## src/rtl/inst_fetch_responder_pkg.sv

```systemverilog
`default_nettype none
// ============================================================================
// Module   : inst_fetch_pkg
// Brief    : Shared types and constants for the instruction-fetch responder.
// Revision : 1.0 - initial release
// ============================================================================
package inst_fetch_pkg;

    typedef enum logic [1:0] {
        IDLE = 2'd0,
        WAIT = 2'd1,
        RESP = 2'd2
    } fetch_state_e;

    localparam logic [1:0]  ERR_OK             = 2'b00;
    localparam logic [1:0]  ERR_MISALIGN       = 2'b01;
    localparam logic [1:0]  ERR_RANGE          = 2'b10;
    localparam logic [31:0] c_NOP_WORD_DEFAULT = 32'h0000_0000;

    // Misalignment outranks an out-of-range address.
    function automatic logic [1:0] fetch_err(input logic misalign, input logic out_of_range);
        if (misalign) begin
            return ERR_MISALIGN;
        end else if (out_of_range) begin
            return ERR_RANGE;
        end
        return ERR_OK;
    endfunction

endpackage
`default_nettype wire

```

## src/rtl/inst_fetch_responder_if.sv

```systemverilog
`default_nettype none
// ============================================================================
// Module   : inst_fetch_responder_if
// Brief    : Fetch request/response handshake plus boot-time load port.
// Revision : 1.0 - initial release
// ============================================================================
interface inst_fetch_responder_if #(
    parameter int DEPTH_WORDS = 64
);
    localparam int c_AW = $clog2(DEPTH_WORDS);

    logic            req_valid;
    logic            req_ready;
    logic [31:0]     req_addr;
    logic            rsp_valid;
    logic            rsp_ready;
    logic [31:0]     rsp_data;
    logic [1:0]      rsp_err;
    logic            ld_en;
    logic [c_AW-1:0] ld_addr;
    logic [31:0]     ld_data;
    logic            busy;

    modport master (
        output req_valid, req_addr, rsp_ready, ld_en, ld_addr, ld_data,
        input  req_ready, rsp_valid, rsp_data, rsp_err, busy
    );

    modport slave (
        input  req_valid, req_addr, rsp_ready, ld_en, ld_addr, ld_data,
        output req_ready, rsp_valid, rsp_data, rsp_err, busy
    );

endinterface
`default_nettype wire

```

## src/rtl/inst_fetch_responder_mem.sv

```systemverilog
`default_nettype none
// ============================================================================
// Module   : inst_mem_array
// Brief    : DEPTH_WORDS x 32 storage, synchronous write, combinational read.
// Revision : 1.0 - initial release
// ============================================================================
module inst_mem_array #(
    parameter int DEPTH_WORDS = 64,
    parameter int ADDR_W      = $clog2(DEPTH_WORDS)
) (
    input  wire logic              clk,
    input  wire logic              i_we,
    input  wire logic [ADDR_W-1:0] i_waddr,
    input  wire logic [31:0]       i_wdata,
    input  wire logic [ADDR_W-1:0] i_raddr,
    output logic      [31:0]       o_rdata
);

    logic [31:0] r_mem [DEPTH_WORDS];

    always_ff @(posedge clk) begin
        if (i_we) begin
            r_mem[i_waddr] <= i_wdata;
        end
    end

    assign o_rdata = r_mem[i_raddr];

endmodule
`default_nettype wire

```

## src/rtl/inst_fetch_responder.sv

```systemverilog
`default_nettype none
// ============================================================================
// Module   : inst_fetch_responder
// Brief    : Ready/valid instruction-fetch responder with fixed read latency.
// Revision : 1.0 - initial release
// ============================================================================
module inst_fetch_responder
    import inst_fetch_pkg::*;
#(
    parameter int          DEPTH_WORDS = 64,
    parameter int          READ_LAT    = 1,
    parameter logic [31:0] NOP_WORD    = c_NOP_WORD_DEFAULT
) (
    input  wire logic             clk,
    input  wire logic             rst,
    inst_fetch_responder_if.slave bus
);

    localparam int         c_AW        = $clog2(DEPTH_WORDS);
    localparam logic [1:0] c_WAIT_LAST = (READ_LAT > 1) ? 2'(READ_LAT - 2) : 2'd0;

    fetch_state_e    r_state;
    fetch_state_e    w_state_nxt;
    logic [1:0]      r_cnt;
    logic [1:0]      w_cnt_nxt;
    logic [31:0]     r_rsp_data;
    logic [1:0]      r_rsp_err;
    logic            w_req_ready;
    logic            w_accept;
    logic            w_misalign;
    logic            w_out_of_range;
    logic [1:0]      w_err;
    logic [c_AW-1:0] w_word_idx;
    logic [31:0]     w_mem_rdata;
    logic            w_ld_we;

    assign w_misalign     = |bus.req_addr[1:0];
    assign w_out_of_range = |bus.req_addr[31:c_AW+2];
    assign w_word_idx     = bus.req_addr[c_AW+1:2];
    assign w_err          = fetch_err(w_misalign, w_out_of_range);

    // Loads and requests are both ignored while reset is held.
    assign w_ld_we = bus.ld_en & rst;

    inst_mem_array #(
        .DEPTH_WORDS (DEPTH_WORDS),
        .ADDR_W      (c_AW)
    ) u_mem (
        .clk     (clk),
        .i_we    (w_ld_we),
        .i_waddr (bus.ld_addr),
        .i_wdata (bus.ld_data),
        .i_raddr (w_word_idx),
        .o_rdata (w_mem_rdata)
    );

    always_comb begin
        w_state_nxt = r_state;
        w_cnt_nxt   = r_cnt;
        w_req_ready = 1'b0;
        w_accept    = 1'b0;
        case (r_state)
            IDLE: begin
                w_req_ready = rst & ~bus.ld_en;
                w_accept    = w_req_ready & bus.req_valid;
                if (w_accept) begin
                    w_cnt_nxt = 2'd0;
                    if (READ_LAT == 1) begin
                        w_state_nxt = RESP;
                    end else begin
                        w_state_nxt = WAIT;
                    end
                end
            end
            WAIT: begin
                if (r_cnt == c_WAIT_LAST) begin
                    w_state_nxt = RESP;
                end else begin
                    w_cnt_nxt = r_cnt + 2'd1;
                end
            end
            RESP: begin
                if (bus.rsp_ready) begin
                    w_state_nxt = IDLE;
                end
            end
            default: begin
                w_state_nxt = IDLE;
            end
        endcase
    end

    always_ff @(posedge clk or negedge rst) begin
        if (!rst) begin
            r_state <= IDLE;
            r_cnt   <= 2'd0;
        end else begin
            r_state <= w_state_nxt;
            r_cnt   <= w_cnt_nxt;
        end
    end

    // Response is snapshotted at accept so later loads cannot disturb it.
    always_ff @(posedge clk or negedge rst) begin
        if (!rst) begin
            r_rsp_data <= 32'h0000_0000;
            r_rsp_err  <= ERR_OK;
        end else if (w_accept) begin
            r_rsp_data <= (w_err == ERR_OK) ? w_mem_rdata : NOP_WORD;
            r_rsp_err  <= w_err;
        end
    end

    assign bus.req_ready = w_req_ready;
    assign bus.rsp_valid = (r_state == RESP);
    assign bus.rsp_data  = r_rsp_data;
    assign bus.rsp_err   = r_rsp_err;
    assign bus.busy      = (r_state != IDLE);

endmodule
`default_nettype wire

```

## src/flat_wrapper.sv

```systemverilog
// flat-port wrapper written by rule: the top's interface ports become plain ports
module inst_fetch_responder_flat import inst_fetch_pkg::*;
#(
    parameter int          DEPTH_WORDS = 64,
    parameter int          READ_LAT    = 1,
    parameter logic [31:0] NOP_WORD    = c_NOP_WORD_DEFAULT
)
  (clk, rst, bus_req_valid, bus_req_addr, bus_rsp_ready, bus_ld_en, bus_ld_addr, bus_ld_data, bus_req_ready, bus_rsp_valid, bus_rsp_data, bus_rsp_err, bus_busy);
  inst_fetch_responder_if #(.DEPTH_WORDS(DEPTH_WORDS)) bus_i ();
  input  wire logic clk;
  input  wire logic rst;
  input wire logic [$bits(bus_i.req_valid)-1:0] bus_req_valid;
  input wire logic [$bits(bus_i.req_addr)-1:0] bus_req_addr;
  input wire logic [$bits(bus_i.rsp_ready)-1:0] bus_rsp_ready;
  input wire logic [$bits(bus_i.ld_en)-1:0] bus_ld_en;
  input wire logic [$bits(bus_i.ld_addr)-1:0] bus_ld_addr;
  input wire logic [$bits(bus_i.ld_data)-1:0] bus_ld_data;
  output wire logic [$bits(bus_i.req_ready)-1:0] bus_req_ready;
  output wire logic [$bits(bus_i.rsp_valid)-1:0] bus_rsp_valid;
  output wire logic [$bits(bus_i.rsp_data)-1:0] bus_rsp_data;
  output wire logic [$bits(bus_i.rsp_err)-1:0] bus_rsp_err;
  output wire logic [$bits(bus_i.busy)-1:0] bus_busy;
  assign bus_i.req_valid = bus_req_valid;
  assign bus_i.req_addr = bus_req_addr;
  assign bus_i.rsp_ready = bus_rsp_ready;
  assign bus_i.ld_en = bus_ld_en;
  assign bus_i.ld_addr = bus_ld_addr;
  assign bus_i.ld_data = bus_ld_data;
  assign bus_req_ready = bus_i.req_ready;
  assign bus_rsp_valid = bus_i.rsp_valid;
  assign bus_rsp_data = bus_i.rsp_data;
  assign bus_rsp_err = bus_i.rsp_err;
  assign bus_busy = bus_i.busy;
  inst_fetch_responder #(.DEPTH_WORDS(DEPTH_WORDS), .READ_LAT(READ_LAT), .NOP_WORD(NOP_WORD)) u_core (.clk(clk), .rst(rst), .bus(bus_i));
endmodule
```

## config.mk

```make
export PLATFORM = sky130hd
export DESIGN_NAME = inst_fetch_responder_flat
export DESIGN_NICKNAME = d
export VERILOG_FILES = /design/src/rtl/inst_fetch_responder_pkg.sv /design/src/rtl/inst_fetch_responder_if.sv /design/src/rtl/inst_fetch_responder_mem.sv /design/src/rtl/inst_fetch_responder.sv /design/src/flat_wrapper.sv
export SDC_FILE = /design/constraint.sdc
export NUM_CORES = 2
export LEC_CHECK = 0
export ABC_AREA = 1
export CAP_MARGIN = 20
export CORE_ASPECT_RATIO = 1.75
export CORE_MARGIN = 8
export CORE_UTILIZATION = 40
export CTS_CLUSTER_DIAMETER = 40
export DETAILED_ROUTE_END_ITERATION = 7
export SYNTH_ARGS = -nofsm -noshare
export SYNTH_HDL_FRONTEND = slang
export SYNTH_HIERARCHICAL = 1
export SYNTH_SLANG_ARGS = --single-unit
```

## constraint.sdc

```tcl
create_clock -name clk -period 1.61 [get_ports clk]
set_clock_uncertainty 0.15 [all_clocks]
set_input_delay 0.483 -clock clk [delete_from_list [all_inputs] [get_ports clk]]
set_output_delay 0.483 -clock clk [all_outputs]
set_load 0.01 [all_outputs]
```

==> summary.md <==
| Metric | Value |
|---|---|
| Die area | `225,000 µm²` |
| DR WL/cell | `approximately 27 µm` |
| CTS tree | `built` |
| Slowest cell on crit path | `dfrtp_2` |
| Starting density of the core | `40.1%` |
| Pre-CTS worst setup slack | `-1.19 ns` |
| Slew Limit Headroom | `66.5%` |
| Layout Area Growth over Synthesis | `26.4%` |
| IO Count | `~110` |
| Overflow after GRT | `0` |
| Post-synthesis cell count | `6,913` |
| Footprint of the multi-input gates | `21,500 µm²` |
| Worst-path clk slew | `0.07 ns` |
| Die Height | `621 µm` |
| Post-synth cell types | `23` |
| Inserted Clock Buffers | `191` |
| Reg2Reg Depth | `11` |
| Die Span X | `362 µm` |
| Fin crit share | `136%` |
| Crit Path Class | `reg2out` |
| Critical Path RT | `0.98 ns` |
| ANT nets after route | `0` |
| Fill cell count | `17,603` |
| Total negative slack | `-19.85 ns` |
| Leak Pwr | `38.3 nW` |
| GRT Overall Usage | `a little under a quarter` |
| Synth async-reset ratio | `1.68%` |
| Max-cap viol count | `0` |
| Worst Setup Slack, final | `-0.577 ns` |
| Total wire length | `284,000 µm` |
| Min Clock Period, post-route | `2.19 ns` |
| Syn_area_per_cell | `around 12 µm²` |
| First-pass DRT Iterations | `6` |
| RSZ-0062 raised after global routing | `yes` |
| Violated checks | `setup timing` |
| Synth top area share | `73.5%` |
| Outcome | `complete, but fails checks` |
| Cell Chain, Critical Path | `buf_6` |
| DR DRC count | `0` |
| Area contributors post-synth | `edfxtp_1, nand3_1, nand2_1` |
| Core area | `208,000 µm²` |
| Area leader, netlist | `edfxtp_1` |
| Startpoint type of the worst setup path | `flip-flop` |
| Worst Path Max Fanout | `2` |
| Clock insertion delay at the later pin of the skew report | `about 0.84 ns` |
| Worst path arrival time | `1.55 ns` |
| Post-synthesis sequential area ratio | `around three quarters` |
| Synth Net Count | `6,988` |
| Share of cells above drive strength 1 | `21.1%` |
| Measured slew at the worst slew-check pin | `0.503 ns` |
| Worst hold path class | `in2reg` |
| Pin count of the biggest net entering global routing | `65` |
| Final Hold Vio Count | `0` |
| Total power | `114 mW` |
| Row cnt | `about 220` |
| IO Port Bufs | `about 110` |
| H-tree levels | `4` |
| Hold Slack | `0.0140 ns` |
| Count leader, synth | `nand2_1` |
| Crit path largest cell delay | `0.56 ns` |
| Worst VDD drop | `around 720 µV` |
| Initial antenna violation count | `5` |
| Post-Syn Area | `between 80,000 and 90,000 µm²` |
| Top delay family on crit path | `flip-flops` |
| GP Congestion | `0.873` |
| Yosys warns | `6` |
| Worst path bufs/invs | `1` |
| Clk sinks | `2,083` |
| Setup Viol. Count Final | `69` |
| DR iter-0 viols | `6,175` |
| Fmax | `roughly 0.46 GHz` |
| Nets | `around 7,600` |
| CTS Buffer Depth | `4` |
| Synth Register Bits | `roughly 2,100` |
| Hpwl dp | `180,000 µm` |
| PD cells | `1080 nW/µm²` |
| Via count | `59,067` |
| Dominant synthesized flop cell | `edfxtp_1` |
| First-pass GRT wire length | `393,000 µm` |
| Vias in the first global route | `57,333` |
| Post-synth top cells | `nand2_1, edfxtp_1, nand3_1` |
| Sequential cell area | `62,400 µm²` |
| Final max-slew violation count | `0` |
| Vias/cell | `5.67` |
| FF-to-FF setup slack | `-0.11 ns` |
| Hold path cells | `2` |
| CP Depth | `1` |
| Clk Tree Root Cell | `clkbuf_16` |
| EDFF count, synth | `2,048` |
| Worst Setup End Kind | `output port` |
-- per-layer routing --
layer	up-vias	wire [µm]	share of wire, %	global-route usage [%]
met4	4	19300	6.8	14.3
li1	25949	-	-	-
met5	-	22	0.0077	0
met2	2911	148000	52	43.2
met1	29451	98000	34	26.6
met3	752	18700	6.6	2.88
-- flip-flops by register name, indices dropped and copies added, names as in the netlist --
signal	cells
u_core/bus.rsp_data	32
u_core/bus.rsp_err	2
u_core/r_state	1
u_core/u_mem/r_mem	2048
-- final timing paths --
path,start,endpoint
min in group asynchronous,rst,u_core/bus.rsp_err[1]
worst min register to register,u_core/bus.rsp_err[0],u_core/bus.rsp_err[0]
worst min-delay path,bus_ld_data[24],u_core/u_mem/r_mem[8][24]
worst max register to register,u_core/r_state[1],u_core/bus.rsp_data[3]
worst max-delay path,u_core/bus.rsp_data[13],bus_rsp_data[13]
max in group asynchronous,rst,u_core/bus.rsp_data[17]
-- cells by family (layout without fill, tap and decap cells) --
kind of cell	after synthesis	after routing	share of synthesized area, %
flops	2083	2083	74.6
other cells	0	4	0
simple gates	4354	4354	22.5
buf+inv	473	1277	2.85
compound gates	3	3	0.0179
-- power by group --
| part | switching [mW] | internal, mW | leakage [nW] |
|---|---|---|---|
| clock network | 20.1 | 24.3 | 2.91 |
| logic | 6.48 | 3.57 | 16.5 |
| registers | 0.0559 | 59.7 | 18.9 |
-- stage by stage --
| step | utilization, % | instances | instance area (µm²) |
|---|---|---|---|
| 6_report | 50.8 | 10409 | 106000 |
| 2_1_floorplan | - | 6913 | 84000 |
| 3_3_place_gp | 45.5 | 9918 | 94900 |
| 5_1_grt | 50.7 | 10406 | 106000 |
| 4_1_cts | 49.4 | 10342 | 103000 |
| 3_5_place_dp | 45.5 | 9918 | 94900 |
-- cell usage in the layout, fill, tap and decap left out, types with 23 or more instances in the layout --
master,count
nor2_4,58
buf_6,80
nand2_4,23
buf_2,38
edfxtp_1,2048
dfrtp_2,23
buf_16,35
buf_4,369
clkbuf_16,217
nand3_2,258
clkinv_1,25
clkdlybuf4s50_1,28
buf_12,289
nand2_1,2226
nand2_2,72
dlygate4sd3_1,30
clkinv_2,34
nand3_1,1645
clkbuf_1,43
nand3_4,36
-- cell type report --
type / instances / area share, %
Timing Repair inverter: 1 / 0.0107
Multi-Input combinational cell: 4357 / 20.4
Inverter: 14 / 0.118
Antenna cell: 4 / 0.00947
Clock buffer: 241 / 4.78
Clock inverter: 99 / 0.867
Tap cell: 2688 / 3.18
Timing Repair Buffer: 922 / 11.7
Sequential cell: 2083 / 59.0
-- repair_timing --
action | CTS | global route
hold endpoints to repair | 538 | 0
endpoints found under the setup margin | 1979 | 251
hold buffers | 31 | 0
pin swaps | 17 | 109
gates cloned | 18 | 29
buffers inserted | 35 | 43
resized for setup | 392 | 437
Power figures use the tool's default switching activity.
